`config.mk`:
```
export PLATFORM = sky130hd
export DESIGN_NAME = vram_port_arbiter
export DESIGN_NICKNAME = d
export VERILOG_FILES = /design/src/rtl/vram_port_arbiter.sv
export SDC_FILE = /design/constraint.sdc
export NUM_CORES = 1
export LEC_CHECK = 0
export BUFFER_PORTS_ARGS = -buffer_cell sky130_fd_sc_hd__buf_2
export CAP_MARGIN = 20
export CORE_UTILIZATION = 43
export DETAILED_ROUTE_END_ITERATION = 8
export GPL_TIMING_DRIVEN = 0
export PLACE_DENSITY = 0.89
export SLEW_MARGIN = 10
export SYNTH_ARGS = -nofsm -noshare
export SYNTH_HDL_FRONTEND = slang
export SYNTH_SLANG_ARGS = --single-unit
```
`constraint.sdc`:
```
create_clock -name pixel_clk -period 1.25 [get_ports pixel_clk]
set_clock_uncertainty 0.1 [all_clocks]
set_input_delay 0.125 -clock pixel_clk [delete_from_list [all_inputs] [get_ports pixel_clk]]
set_output_delay 0.125 -clock pixel_clk [all_outputs]
set_load 0.02 [all_outputs]
```
`src/rtl/vram_port_arbiter.sv`:
```
// Single-port VRAM arbiter: display fetch has priority over a CPU read/write port.
// Optional CPU starvation guard compiled in with `define VRAM_ARB_STARVE_GUARD_EN.
module vram_port_arbiter #(
    parameter int DEPTH      = 600,
    parameter int ADDR_W     = 10,
    parameter int STARVE_MAX = 8
) (
    input  logic              pixel_clk,
    input  logic              arstn,
    input  logic              disp_req,
    output logic              disp_ready,
    input  logic [ADDR_W-1:0] disp_addr,
    output logic              disp_rvalid,
    output logic [31:0]       disp_rdata,
    input  logic              cpu_valid,
    output logic              cpu_ready,
    input  logic              cpu_we,
    input  logic [ADDR_W-1:0] cpu_addr,
    input  logic [31:0]       cpu_wdata,
    input  logic [3:0]        cpu_wstrb,
    output logic              cpu_rvalid,
    input  logic              cpu_rready,
    output logic [31:0]       cpu_rdata,
    output logic              cpu_wdone,
    output logic              cpu_err,
    output logic              ram_en,
    output logic [3:0]        ram_we,
    output logic [ADDR_W-1:0] ram_addr,
    output logic [31:0]       ram_wdata,
    input  logic [31:0]       ram_rdata
);

    typedef enum logic [1:0] {IDLE, RD_WAIT, RD_HOLD} cpu_state_e;

    localparam logic [ADDR_W:0] DEPTH_L = (ADDR_W+1)'(DEPTH);

    cpu_state_e  state_q, state_d;
    logic        disp_in_range, cpu_in_range;
    logic        disp_grant, cpu_grant, starve_hit;
    logic        disp_rd_q, disp_oor_q, disp_rvalid_q;
    logic [31:0] disp_rdata_q;
    logic        cpu_oor_q;
    logic [31:0] cpu_rdata_q, cpu_rdata_d;
    logic        cpu_err_q, cpu_err_d;
    logic        cpu_wdone_q, cpu_wdone_d;

    assign disp_in_range = {1'b0, disp_addr} < DEPTH_L;
    assign cpu_in_range  = {1'b0, cpu_addr} < DEPTH_L;

`ifdef VRAM_ARB_STARVE_GUARD_EN
    localparam int CNT_W = $clog2(STARVE_MAX + 1);

    logic [CNT_W-1:0] starve_q, starve_d;

    assign starve_hit = (starve_q == CNT_W'(STARVE_MAX));

    always_comb begin
        starve_d = starve_q;
        if (cpu_grant)
            starve_d = '0;
        else if (cpu_valid && !starve_hit)
            starve_d = starve_q + 1'b1;
    end

    always_ff @(posedge pixel_clk) begin
        if (!arstn) starve_q <= '0;
        else        starve_q <= starve_d;
    end
`else
    // Display always wins; the wait limit has no effect in this build.
    assign starve_hit = (STARVE_MAX < 0);
`endif

    // Grants are suppressed while reset is asserted so nothing reaches the RAM.
    assign disp_ready = arstn && !starve_hit;
    assign disp_grant = disp_req && disp_ready;
    assign cpu_ready  = arstn && cpu_valid && !disp_grant && (state_q == IDLE);
    assign cpu_grant  = cpu_ready;

    assign ram_en    = (disp_grant && disp_in_range) || (cpu_grant && cpu_in_range);
    assign ram_we    = (cpu_grant && cpu_we && cpu_in_range) ? cpu_wstrb : 4'h0;
    assign ram_addr  = disp_grant ? disp_addr : cpu_addr;
    assign ram_wdata = cpu_wdata;

    always_comb begin
        state_d     = state_q;
        cpu_rdata_d = cpu_rdata_q;
        cpu_err_d   = 1'b0;
        cpu_wdone_d = 1'b0;
        case (state_q)
            IDLE: begin
                if (cpu_grant) begin
                    if (cpu_we) begin
                        cpu_wdone_d = 1'b1;
                        cpu_err_d   = !cpu_in_range;
                    end else begin
                        state_d = RD_WAIT;
                    end
                end
            end
            RD_WAIT: begin
                state_d     = RD_HOLD;
                cpu_rdata_d = cpu_oor_q ? 32'h0 : ram_rdata;
                cpu_err_d   = cpu_oor_q;
            end
            RD_HOLD: begin
                cpu_err_d = cpu_err_q;
                if (cpu_rready) state_d = IDLE;
            end
            default: state_d = IDLE;
        endcase
    end

    always_ff @(posedge pixel_clk) begin
        if (!arstn) begin
            state_q     <= IDLE;
            cpu_rdata_q <= 32'h0;
            cpu_err_q   <= 1'b0;
            cpu_wdone_q <= 1'b0;
        end else begin
            state_q     <= state_d;
            cpu_rdata_q <= cpu_rdata_d;
            cpu_err_q   <= cpu_err_d;
            cpu_wdone_q <= cpu_wdone_d;
        end
    end

    // Out-of-range reads are answered with zero once the RAM slot comes round.
    always_ff @(posedge pixel_clk) begin
        if (cpu_grant) cpu_oor_q <= !cpu_in_range;
        disp_oor_q <= !disp_in_range;
    end

    always_ff @(posedge pixel_clk) begin
        if (!arstn) begin
            disp_rd_q     <= 1'b0;
            disp_rvalid_q <= 1'b0;
            disp_rdata_q  <= 32'h0;
        end else begin
            disp_rd_q     <= disp_grant;
            disp_rvalid_q <= disp_rd_q;
            if (disp_rd_q)
                disp_rdata_q <= disp_oor_q ? 32'h0 : ram_rdata;
        end
    end

    assign disp_rvalid = disp_rvalid_q;
    assign disp_rdata  = disp_rdata_q;
    assign cpu_rvalid  = (state_q == RD_HOLD);
    assign cpu_rdata   = cpu_rdata_q;
    assign cpu_err     = cpu_err_q;
    assign cpu_wdone   = cpu_wdone_q;

endmodule

```
# Word level (Yosys, flattened, before mapping)
# Cells that the tools add are included.
dict set report classes {
  reduce_logical 15
  muxes 12
  n_eq_ne 5
  order_cmp 2
}
# op count
set ops {}
lappend ops {{two-way mux 32 bit} 2}
lappend ops {{less-than comparator 10 bit, second input constant} 2}
lappend ops {{two-way mux 10 bit} 1}
lappend ops {{logical AND 1 bit} 8}
lappend ops {{two-way mux 2 bit} 3}
lappend ops {{case mux 2 bit (3 select lines)} 1}
lappend ops {{AND reduction 3 bit} 2}
lappend ops {{two-way mux 4 bit} 1}
lappend ops {{!= test 2 bit, second input constant} 2}
lappend ops {{logical NOT 1 bit} 3}
lappend ops {{two-way mux 1 bit} 3}
lappend ops {{case mux 1 bit (3 select lines)} 1}
lappend ops {{== test 2 x 1 -> 1 bit, second input constant} 1}
lappend ops {{== test 2 bit, second input constant} 1}
lappend ops {{logical NOT 2 bit} 1}
lappend ops {{!= test 2 x 1 -> 1 bit, second input constant} 1}
lappend ops {{logical OR 1 bit} 1}
dict set report word_totals {
  word_cells 43
  in_bits 94
  ff_bits 72
  out_inout_bits 117
}

# Depth between registers and ports, before layout
dict set report logic_depth {
  depth_word 7
  ltp_mapped 5
  ltp_nobuf 4
}

# Worst setup path after synthesis
# No wires, ideal clock.
dict set report synth_path {
  path_kind {flip-flop to output port}
  start {register state_q[1]}
  end {output ram_we[0]}
  stages_incl_launch_ff 4
  n_path_buf 0
  t_arrival_ps 1222
  setup_slack_ps -197
  required_time_ps 1025
  path_cell_list {dfxtp_1 -> and4bb_1 -> nand3_2 -> nor3b_1}
}
dict set report synth_via {
  elab_chain_cells 5
}
# element line_no
set synth_lines {}
lappend synth_lines {{start, declared} 37} ;# cpu_state_e state_q, state_d;
lappend synth_lines {{start signal, assigned} 121} ;# state_q <= state_d;
lappend synth_lines {{logical NOT 2 bit} 77} ;# assign cpu_ready = arstn && cpu_valid && !disp_grant && (state_q == IDLE);
lappend synth_lines {{logical AND 1 bit} 77}
lappend synth_lines {{logical AND 1 bit (2 in series)} 81} ;# assign ram_we = (cpu_grant && cpu_we && cpu_in_range) ? cpu_wstrb : 4'h0;
lappend synth_lines {{two-way mux 4 bit} 81}
lappend synth_lines {{end, declared} 27} ;# output logic [3:0] ram_we,
# No other way between the ends.

# Final worst setup path
dict set report layout_path {
  start {register state_q[1]}
  end {output ram_we[2]}
}
# Same word-level chain as after synthesis.

==> out/qor.yml <==
drc_errors: 0
tightestPinTransition_ns: 0.536
setup_viol: 39
yosysSeqAreaShare_pct: 43.9
core_um2: 7330
syn_inst: 361
wl_met1_um: 4060
seq_area_um2: 1460
route.vias.total: 3396
cts_max_level: 3
critPathArrivalTime_ns: 1.52
yosys-top-cells-area: "dfxtp_1, nor2b_1, buf_4"
ir_worst_vdd_mv: 0.562
hold_path_class: "in -> reg"
viasPerCell: 4.89
numCtsBuffers: 9
path_max_fanout: 5
synth_top_area_share_pct: 43.0
rsz0062_at_grt: "true"
grt_pass1_vias: 3165
multi_input_area_um2: 1550
outcome: "finished with violations"
synth_common_cells: "dfxtp_1, nor2b_1, buf_4, nand2_1, nand3b_1"
leakagePower_nw: 2.42
finalWorstPathRequiredPeriod_ns: 1.75
fin_nets: 685
place.gp.congestion: 0.851
numPortBuffers: 178
synth_edf_count: 1
ys_ff_latch: 72
drtIter0Drc: 128
crit_path_start_kind: "register"
io_pins: 211
drt_pass1_iterations: 4
grt_pass1_wl_um: 14800
grt_use_total_pct: 24.6
fin_util_pct: 70.0
cts_root_buf: "clkbuf_8"
start_util_pct: 45.1
route.detailed.wl_per_inst_um: 14.8
syn_to_final_growth_pct: 55.4
wl_met2_um: 5450
top_layer: "met4"
cts_buffer_depth: 2
die_x_um: 89.7
violations: "setup timing"
synth_fp_nets: 455
drive_gt1_share_pct: 48.3
ys_async_sr_fraction_pct: 0
clk_pin_slew_ns: 0.08
p_total_mw: 5.40
slew_headroom_pct: 64.1
n_antenna_cell: 0
cts.sinks: 72
worstSetupPathType: "reg -> out"
num_rows: 31
drv_cap: 0
finalHoldViolations: 0
synthFlopType: "dfxtp_1"
dieArea_um2: 8040
required_ns: 1.02
die_h_um: 89.7
grt_max_degree: 13
num-fill-cells: 582
dpl.hpwl_um: 6920
worst_setup_path_end_kind: "output pin"
tritoncts: "built"
fmaxAchievable_ghz: 0.572
synth_area_leader_cell: "dfxtp_1"
clk_latency_ns: 0.33
synth_area_um2: 3300
powerDensity_nw_per_um2: 1050
yosys_warnings: 0
synth_cell_type_count: 27
synth.most_common_cell: "dfxtp_1"
ant_nets: 0
antenna_found_initial: 0
synth_area_per_cell_um2: 9.15
dr_wl_met3_um: 573
wl_um: 10300
setup_ws_ns: -0.498
fin_crit_sh_pct: 140
grt_overflow: 0
maxSlewViolCount: 0
-- stage by stage --
step / cells / TNS, ns / instance area (µm²) / setup WS [ns] / hold WS [ns]
5_1_grt: 695 / -9.00 / 5130 / -0.564 / 0.0318
3_3_place_gp: 638 / -4.94 / 4350 / -0.165 / 0.223
3_5_place_dp: 638 / -5.19 / 4350 / -0.182 / 0.235
4_1_cts: 692 / -3.02 / 5010 / -0.503 / 0.0286
2_1_floorplan: 361 / -0.177 / 3330 / -0.0437 / 0.0974
6_report: 695 / -5.51 / 5130 / -0.498 / 0.0479
-- state kept, by name, indices dropped and copies added, names as in the netlist --
register and count:
cpu_rdata 32, disp_rdata 32, state_q 2, cpu_err 1, cpu_oor_q 1, cpu_wdone 1, disp_oor_q 1, disp_rd_q 1
disp_rvalid 1
-- placed cells by master (no fill, tap or decap), types with 2 or more instances in the layout --
| master | n |
|---|---|
| buf_2 | 176 |
| buf_6 | 11 |
| clkbuf_8 | 10 |
| dfxtp_1 | 68 |
| nand2_1 | 33 |
| buf_4 | 41 |
| a21oi_2 | 9 |
| dfxtp_2 | 2 |
| nor3b_4 | 2 |
| nor2b_1 | 65 |
| clkinv_2 | 3 |
| inv_1 | 4 |
| and2_1 | 2 |
| mux2_2 | 10 |
| clkbuf_1 | 6 |
| nand3b_1 | 32 |
| a21boi_0 | 3 |
| a21boi_2 | 2 |
| a21boi_1 | 29 |
| bufinv_16 | 2 |
| nor3b_2 | 2 |
| clkbuf_2 | 3 |
| nand3_1 | 2 |
| dlygate4sd3_1 | 34 |
| a211oi_1 | 2 |
| buf_8 | 3 |
| a21oi_1 | 22 |
| a22o_1 | 2 |
-- path summary, 6_finish.rpt --
path / to / depth (start not counted) / slack, ns / startpoint
max reg2reg: cpu_oor_q / 5 / -0.18 / state_q[1]
max: ram_we[2] / 4 / -0.50 / state_q[1]
min reg2reg: cpu_rdata[31] / 2 / 0.35 / cpu_rdata[31]
min: disp_oor_q / 2 / 0.05 / disp_addr[9]
-- critical path, stage by stage (launching register included) --
cell and delay, ns:
dfxtp_2 0.33, and4bb_2 0.34, nand3_4 0.14, nor3b_2 0.22
buf_4 0.17
-- logic make-up after synthesis --
logic type / after synthesis / share of synthesized area, %
compound gates: 72 / 14.1
mux: 10 / 3.41
buf+inv: 62 / 12.2
flops: 72 / 43.9
simple gates: 145 / 26.4
-- report_power, final --
part	total, mW	switching (mW)	internal (mW)
clock network	2.04	0.873	1.17
logic	0.970	0.493	0.477
registers	2.39	0.0331	2.35
total	5.40	1.40	4.00
-- final cells by class --
| type | instances | area share (%) |
|---|---|---|
| clock inverter | 6 | 1.58 |
| buffer | 57 | 8.31 |
| timing repair buffer | 219 | 26.1 |
| sequential | 72 | 28.4 |
| inverter | 5 | 0.365 |
| clock buffer | 10 | 2.68 |
| multi-input combinational | 227 | 30.1 |
| tap | 99 | 2.41 |
-- metal layers --
layer  GRT usage (%)  up-vias
met1            27.1     1590
met3            4.84       22
met4            11.1        0
met5               0        -
met2            45.5      158
li1                -     1626
-- what timing repair did --
| action | 4_1_cts | 5_1_grt |
|---|---|---|
| resized for setup | 30 | 24 |
| cloned | 1 | 1 |
| pin swaps | 4 | 5 |
| setup endpoints to repair | 75 | 68 |
| setup buffers | 3 | 2 |
| hold endpoints to repair | 65 | 0 |
| hold buffers | 34 | 0 |
Note: power is estimated with default switching activity, not from simulation.
